`src/rtl/vga_fb_arbiter.sv`:
```
// Frame-buffer slot arbiter: keeps a pixel prefetch FIFO filled for VGA scanout and hands
// spare RAM slots to host writes. Defining FB_STARVE_GUARD_EN adds a host starvation guard.
module vga_fb_arbiter #(
   parameter int ADDR_W       = 19,
   parameter int DATA_W       = 24,
   parameter int FRAME_PIXELS = 307200,
   parameter int FIFO_DEPTH   = 8,
   parameter int LOW_MARK     = 4,
   parameter int MAX_WAIT     = 16
) (
   input  logic              CLOCK_50,
   input  logic              RESET_N,
   input  logic              FRAME_START,
   input  logic              PIX_RD,
   output logic [DATA_W-1:0] PIX_DATA,
   output logic              UNDERFLOW,
   input  logic              WR_REQ,
   input  logic [ADDR_W-1:0] WR_ADDR,
   input  logic [DATA_W-1:0] WR_DATA,
   output logic              WR_ACK,
   output logic [ADDR_W-1:0] MEM_ADDR,
   output logic [DATA_W-1:0] MEM_WDATA,
   output logic              MEM_WE,
   input  logic [DATA_W-1:0] MEM_RDATA
);

   localparam int PTR_W = (FIFO_DEPTH > 1) ? $clog2(FIFO_DEPTH) : 1;
   localparam int CNT_W = PTR_W + 1;
   localparam logic [CNT_W-1:0]  DEPTH_C   = CNT_W'(FIFO_DEPTH);
   localparam logic [CNT_W-1:0]  LOW_C     = CNT_W'(LOW_MARK);
   localparam logic [ADDR_W:0]   FRAME_C   = (ADDR_W+1)'(FRAME_PIXELS);
   localparam logic [ADDR_W-1:0] LAST_ADDR = ADDR_W'(FRAME_PIXELS - 1);

   if ((1 << PTR_W) != FIFO_DEPTH || LOW_MARK > FIFO_DEPTH || MAX_WAIT < 1) begin : g_bad_params
      $error("vga_fb_arbiter: FIFO_DEPTH must be a power of two, LOW_MARK <= FIFO_DEPTH, MAX_WAIT >= 1");
   end

   typedef enum logic [1:0] {
      SLOT_IDLE  = 2'd0,
      SLOT_READ  = 2'd1,
      SLOT_WRITE = 2'd2
   } slot_t;

   slot_t              slot;
   logic [DATA_W-1:0]  fifo_mem [FIFO_DEPTH];
   logic [PTR_W-1:0]   wr_ptr;
   logic [PTR_W-1:0]   rd_ptr;
   logic [CNT_W-1:0]   count;
   logic               rd_inflight;
   logic [ADDR_W-1:0]  scan_addr;
   logic [CNT_W-1:0]   level;
   logic               do_push;
   logic               do_pop;
   logic               wr_in_range;

   // Level counts the read already on the bus, so a read is never issued without a free entry.
   assign level       = count + CNT_W'(rd_inflight);
   assign do_push     = rd_inflight && !FRAME_START;
   assign do_pop      = PIX_RD && !FRAME_START && (count != '0);
   assign wr_in_range = ({1'b0, WR_ADDR} < FRAME_C);

`ifdef FB_STARVE_GUARD_EN
   localparam int WAIT_W = $clog2(MAX_WAIT + 1);
   localparam logic [WAIT_W-1:0] MAX_WAIT_C = WAIT_W'(MAX_WAIT);

   logic [WAIT_W-1:0] wait_cnt;

   always_ff @(posedge CLOCK_50 or negedge RESET_N) begin
      if (!RESET_N) begin
         wait_cnt <= '0;
      end else if (!WR_REQ || slot == SLOT_WRITE) begin
         wait_cnt <= '0;
      end else if (wait_cnt != MAX_WAIT_C) begin
         wait_cnt <= wait_cnt + 1'b1;
      end
   end
`endif

   // Host handshake: WR_REQ with WR_ADDR/WR_DATA is consumed at the edge that grants the slot;
   // WR_ACK is high for the cycle after that edge, and whatever is on WR_* at the next edge
   // is a new request.
   always_comb begin
      slot = SLOT_IDLE;
      if (FRAME_START) begin
         slot = SLOT_IDLE;
      end
`ifdef FB_STARVE_GUARD_EN
      else if (WR_REQ && wait_cnt == MAX_WAIT_C) begin
         slot = SLOT_WRITE;
      end
`endif
      else if (level < LOW_C) begin
         slot = SLOT_READ;
      end else if (WR_REQ) begin
         slot = SLOT_WRITE;
      end else if (level < DEPTH_C) begin
         slot = SLOT_READ;
      end
   end

   // Storage needs no reset: occupancy is tracked by count and the pointers.
   always_ff @(posedge CLOCK_50) begin
      if (do_push) begin
         fifo_mem[wr_ptr] <= MEM_RDATA;
      end
   end

   always_ff @(posedge CLOCK_50 or negedge RESET_N) begin
      if (!RESET_N) begin
         MEM_ADDR    <= '0;
         MEM_WDATA   <= '0;
         MEM_WE      <= 1'b0;
         WR_ACK      <= 1'b0;
         scan_addr   <= '0;
         rd_inflight <= 1'b0;
      end else begin
         WR_ACK      <= (slot == SLOT_WRITE);
         MEM_WE      <= (slot == SLOT_WRITE) && wr_in_range;
         rd_inflight <= (slot == SLOT_READ);
         if (slot == SLOT_READ) begin
            MEM_ADDR  <= scan_addr;
            scan_addr <= (scan_addr == LAST_ADDR) ? '0 : scan_addr + 1'b1;
         end else if (slot == SLOT_WRITE && wr_in_range) begin
            MEM_ADDR  <= WR_ADDR;
            MEM_WDATA <= WR_DATA;
         end
         if (FRAME_START) begin
            scan_addr <= '0;
         end
      end
   end

   always_ff @(posedge CLOCK_50 or negedge RESET_N) begin
      if (!RESET_N) begin
         wr_ptr    <= '0;
         rd_ptr    <= '0;
         count     <= '0;
         PIX_DATA  <= '0;
         UNDERFLOW <= 1'b0;
      end else if (FRAME_START) begin
         wr_ptr    <= '0;
         rd_ptr    <= '0;
         count     <= '0;
         UNDERFLOW <= 1'b0;
      end else begin
         if (do_push) begin
            wr_ptr <= wr_ptr + 1'b1;
         end
         if (do_pop) begin
            rd_ptr   <= rd_ptr + 1'b1;
            PIX_DATA <= fifo_mem[rd_ptr];
         end
         count <= count + CNT_W'(do_push) - CNT_W'(do_pop);
         if (PIX_RD && count == '0) begin
            UNDERFLOW <= 1'b1;
         end
      end
   end

endmodule

```
`config.mk`:
```
export PLATFORM = sky130hd
export DESIGN_NAME = vga_fb_arbiter
export DESIGN_NICKNAME = d
export VERILOG_FILES = /design/src/rtl/vga_fb_arbiter.sv
export SDC_FILE = /design/constraint.sdc
export NUM_CORES = 1
export LEC_CHECK = 0
export ABC_AREA = 1
export BUFFER_PORTS_ARGS = -buffer_cell sky130_fd_sc_hd__buf_2
export CORE_AREA = 2 2 164 126
export CTS_BUF_LIST = sky130_fd_sc_hd__clkbuf_4 sky130_fd_sc_hd__clkbuf_8 sky130_fd_sc_hd__clkbuf_16
export DETAILED_ROUTE_END_ITERATION = 6
export DIE_AREA = 0 0 166 128
export GPL_TIMING_DRIVEN = 0
export PLACE_DENSITY_LB_ADDON = 0.08
export SETUP_SLACK_MARGIN = 0.2
export SYNTH_ARGS = -nofsm -noshare
export SYNTH_HDL_FRONTEND = slang
export SYNTH_SLANG_ARGS = --single-unit
```
`constraint.sdc`:
```
create_clock -name CLOCK_50 -period 3.8 [get_ports CLOCK_50]
set_clock_uncertainty 0.1 [all_clocks]
set_input_delay 1.14 -clock CLOCK_50 [delete_from_list [all_inputs] [get_ports CLOCK_50]]
set_output_delay 1.14 -clock CLOCK_50 [all_outputs]
set_load 0.01 [all_outputs]
```
== Word-level counts from Yosys, hierarchy flattened ==
Memory sizes are Yosys's and may differ from the RTL's. A register that Yosys moved wholly into a read port is not among the register bits.
Cells that the tools add are included.

* Equal/unequal tests: 3
* Multiplexer cells: 18
* Add/subtract/negate cells: 6
* Shifts and indexed selects: 0
* Bitwise operators: 2
* Reductions and logical operators: 16
* Magnitude comparators: 3
* Multipliers: 0
* Divide/modulo/power cells: 0

{| class="wikitable"
|+ Operator list
! kind !! count
|-
| 19-bit 2-to-1 mux || 5
|-
| 19-bit by 1-bit adder with 19-bit output, second input constant || 1
|-
| 19-bit == test, second input constant || 1
|-
| 19-bit less-than comparator, second input constant || 1
|-
| 3-bit 2-to-1 mux || 4
|-
| 2-bit nonzero test || 5
|-
| 4-bit by 1-bit adder with 4-bit output || 2
|-
| 3-bit by 1-bit adder with 3-bit output, second input constant || 2
|-
| 2-bit 2-to-1 mux || 3
|-
| 1-bit logical AND || 5
|-
| 1-bit 2-to-1 mux || 5
|-
| 4-bit logical NOT || 1
|-
| 4-bit by 3-bit less-than comparator with 1-bit output, second input constant || 1
|-
| 4-bit less-than comparator, second input constant || 1
|-
| 4-bit 2-to-1 mux || 1
|-
| 2-bit AND reduction || 2
|-
| 4-bit nonzero test || 1
|-
| 4-bit by 1-bit subtractor with 4-bit output || 1
|-
| 2-bit by 1-bit == test with 1-bit output, second input constant || 1
|-
| 2-bit == test, second input constant || 1
|-
| 1-bit logical NOT || 2
|-
| 1-bit NOT || 2
|}

* Memories: 1
* Bits in latches: 0
* Memory bits (writable): 192
* Logic and storage cells: 59
* Bits of input ports: 72
* Memory bits (read-only): 0
* Register bits: 76
* Output and inout port bits: 70

{| class="wikitable"
|+ Memories
! name !! depth !! bits a word !! read ports !! clocked after Yosys merged registers in !! write ports !! RTL line !! RTL
|-
| fifo_mem || 8 || 24 || 1 || 1 || 1 || 45 || <nowiki>logic [DATA_W-1:0] fifo_mem [FIFO_DEPTH];</nowiki>
|}

== Longest topological paths before layout ==
* Depth in word-level cells: 10
* Mapped depth: 13
* Mapped depth without buffers: 12

== Worst setup path after synthesis ==
OpenSTA, ideal clock, no wires.

* Path kind: in2reg
* From: input port FRAME_START
* To: memory fifo_mem[0][0], enable pin
* Path slack: 0.674 ns
* Stages on the path: 4
* Setup time: 0.405 ns
* Arrival time: 2.621 ns
* Path through: buf_2 -> nor2_1 -> nand2_1 -> nor2_1

* Longest elaborated chain between the ends: 4

{| class="wikitable"
|+ Ends and longest elaborated chain
! what !! RTL line !! RTL
|-
| start, declared || 13 || <nowiki>input logic FRAME_START,</nowiki>
|-
| 1-bit logical NOT || 58 || <nowiki>assign do_push = rd_inflight && !FRAME_START;</nowiki>
|-
| 1-bit logical AND || 58 ||
|-
| 1-bit 2-to-1 mux || 103 || <nowiki>if (do_push) begin</nowiki>
|-
| 1-bit 2-to-1 mux (not written as such) || 104 || <nowiki>fifo_mem[wr_ptr] <= MEM_RDATA;</nowiki>
|-
| end, declared || 45 ||
|}

Every way passes these cells.

== Worst setup path in the final report ==
* From: input port FRAME_START
* To: register count[1]

* Longest elaborated chain between the ends: 5
* Elaborated cells on any way between the ends: 7
* Those cells by class: add/sub: 2; mux: 1; reduce/logical: 4

{| class="wikitable"
|+ Ends and longest elaborated chain
! what !! RTL line !! RTL
|-
| 1-bit logical NOT || 58, 59 ||
|-
| 1-bit logical AND (on tied branches) || 58, 59 ||
|-
| 4-bit by 1-bit adder with 4-bit output / 1-bit logical AND (equally long branches) || 153, 59 ||
|-
| 4-bit by 1-bit subtractor with 4-bit output || 153 || <nowiki>count <= count + CNT_W'(do_push) - CNT_W'(do_pop);</nowiki>
|-
| 4-bit 2-to-1 mux (*) || 140 || <nowiki>end else if (FRAME_START) begin</nowiki>
|-
| end signal, assigned || 153 ||
|-
| end, declared || 48 || <nowiki>logic [CNT_W-1:0] count;</nowiki>
|}

Every way passes the cells marked *; elsewhere a longest branch is shown, timed or not.
A chain may end at the register's enable or synchronous reset.

==> results_dict.tcl <==
set metrics [dict create \
    power_density_nw_per_um2 640.0 \
    finalCritPeriodShare_pct 80.75 \
    cp_num_buf_inv 5 \
    synth.distinct_cells 30 \
    viasPerCell 5.649 \
    comb_power_share_pct 25.2 \
    yosysWarningCount 0 \
    grt-busiest-layer "met1" \
    worst_path_max_delay_cell "fa_1" \
    drv_cap 0 \
    hold_viol_final 0 \
    io_pins 142 \
    hold_buffers 0 \
    switching_share_pct 32.55 \
    relSlewSlack_pct 33.80 \
    register_area_sq_um 8268 \
    path_cells "buf_2 -> inv_2 -> nand3_1 -> inv_2 -> buf_2 -> nand2_1 -> o21ai_0 -> ha_1 -> fa_1 -> inv_1 -> nor2_1" \
    status "finished clean" \
    htreeDepth 1 \
    portBuffers 141 \
    cp-start-kind "input pin" \
    row_count 45 \
    holdCritPathClass "reg2reg" \
    avgSynthCellArea_sq_um 10.45 \
    layout_common_cells "nand2_1, nor2_1, edfxtp_1, o21ai_0, buf_2" \
    grtUsageMet3_pct 6.607 \
    met1_usage_pct 44.18 \
    final_area_sq_um 14150 \
    cp-end-kind "register" \
    dieArea_sq_um 21250 \
    numClockSinks 292 \
    crit_family "buffers and inverters" \
    syn-cell-area_sq_um 12120 \
    fp.dieH_um 128 \
    fmax_mhz 325.9 \
    clock_latency_ns 0.55 \
    drv_slew 0 \
    cts_resized 0 \
    grt.overflow.total 0 \
    place_area_sq_um 13230 \
    first_pass_iters 5 \
    cts-root-buf "clkbuf_16" \
    p_clk_share_pct 30.1 \
    fin_util_pct 71.60 \
    dp_hpwl_mm 19.67 \
    clk_pin_slew_ns 0.07 \
    grt_start_max_net_pins 54 \
    final_antenna_net_count 0 \
    core_area_sq_um 19760 \
    cp_max_fo 10 \
    crit_arrival_ns 3.39 \
    seq_power_share_pct 44.7 \
    detail_route.wl_per_cell_um 19.05 \
    initial_core_util_pct 61.30 \
    multi_input_area_sq_um 3438 \
    crit_type "in2reg" \
    drt_iter0_drc 1080 \
    cts_setup_buffers 0 \
    setup_viol 0 \
    drive_gt1_share_pct 17.22 \
    slowest_delay_ns 0.41 \
    nNetsFinal 1412 \
    period_needed_ns 3.069 \
    ys_ff_latch 292 \
    p_leak_uw 0.005848 \
    met2_usage_pct 42.52 \
    grt_pass1_vias 8484 \
    wirelength_mm 30.70 \
    ir_worst_vdd_mv 0.4465 \
    cts_tree "built" \
    grt_pass1_wl_mm 47.24 \
    critical_path_required_ns 4.12 \
    tightestPinTransition_ns 0.9907 \
    syn_inst 1159 \
    final_common_cell "nand2_1" \
    synthToLayoutAreaGrowth_pct 16.79 \
    numCtsBuffers 28 \
    intPower_uw 6107 \
    place_congestion 0.9144 \
    die_w_um 166 \
    power.switching_uw 2948 \
    vias 9106 \
    grtUsageTotal_pct 28.84 \
    drc 0 \
    ys_seq_area_share_pct 68.24 \
    fillerInstances 1490 \
    synth_fp_nets 1240 \
    antenna_found_initial 3 \
    cts_buffer_depth 3 \
    rsz0062_at_grt "no" \
]
## Yosys cell counts (all sizes together)
cell type	count	area share (%)
edfxtp	192	48
xor2	3	0.22
and2	1	0.052
o21ai	194	8.0
o22ai	24	1.2
fa	1	0.17
nor2	227	7.1
dfrtp	100	21
or2	1	0.052
clkbuf	29	0.90
ha	8	0.83
a21oi	13	0.54
buf	25	1.2
nand2	239	7.5
xnor2	1	0.072
nor3	3	0.12
nand4	16	0.83
inv	55	1.7
clkinv	2	0.062
nand3	25	1.1
## path summary, 6_finish.rpt
path	from	to	slack, ns	cells past startpoint
worst max-delay path	FRAME_START	count[1]	0.73	11
worst min-delay path	MEM_ADDR[2]	MEM_ADDR[2]	0.37	2
worst max register to register	count[2]	count[1]	0.89	12
worst min register to register	MEM_ADDR[2]	MEM_ADDR[2]	0.37	2
max in group asynchronous	RESET_N	MEM_WDATA[15]	2.32	2
min in group asynchronous	RESET_N	PIX_DATA[15]	0.55	1
## power groups by stage
stage	Combinational [uW]	Clock (uW)	Sequential (uW)
after global routing	2530	2860	4090
after detailed placement	2260	0	4100
after floorplan	1170	0	4220
final	2280	2730	4050
after global placement	2180	0	4090
after CTS	2270	2730	4050
## through the flow
stage	power [uW]	hold WS, ns	instances	worst slack (ns)	setup TNS, ns
final	9055	0.3674	1612	0.7314	0
after global routing	9475	0.3995	1612	0.5945	0
after global placement	6277	0.3498	1558	-0.5510	-86.66
after floorplan	5387	0.4051	1159	0.6741	0
after CTS	9050	0.3709	1611	0.7506	0
after detailed placement	6359	0.3571	1559	0.1996	0
## flip-flops by register name, indices dropped and copies added, names as in the netlist
name / flops
count: 4
MEM_ADDR: 19
MEM_WE: 1
PIX_DATA: 24
UNDERFLOW: 1
WR_ACK: 1
scan_addr: 19
wr_ptr: 3
MEM_WDATA: 24
rd_inflight: 1
rd_ptr: 3
fifo_mem: 192
## layer usage
| metal | part of all wire [%] | vias to the layer above |
|---|---|---|
| li1 | - | 4281 |
| met1 | 45 | 4316 |
| met2 | 44 | 460 |
| met3 | 10 | 45 |
| met4 | 1.3 | 4 |
| met5 | 0.088 | - |
## layout make-up
class / instances / area share, %
Inverter: 57 / 1.530
Antenna cell: 1 / 0.01769
Tap cell: 258 / 2.281
Clock buffer: 32 / 5.252
Clock inverter: 20 / 1.203
Buffer: 54 / 1.786
Timing Repair Buffer: 142 / 5.199
Multi-Input combinational cell: 756 / 24.30
Sequential cell: 292 / 58.43
## cells by family after synthesis
family,after synthesis,share of synthesized area (%)
simple gates,512,16.81
flops,292,68.24
compound gates,231,9.790
buf+inv,111,3.873
fa+ha+maj,9,0.9915
xor+xnor,4,0.2892
## worst reg2reg max path, stage by stage (launching register included)
cell	delay, ns
dfrtp_1	0.38
inv_1	0.09
ha_1	0.22
nand2_1	0.09
nand3_1	0.33
inv_2	0.30
buf_2	0.31
nand2_1	0.16
o21ai_0	0.11
ha_1	0.21
fa_1	0.41
inv_1	0.06
nor2_1	0.03
No activity file was read; power rests on OpenSTA's default activity.
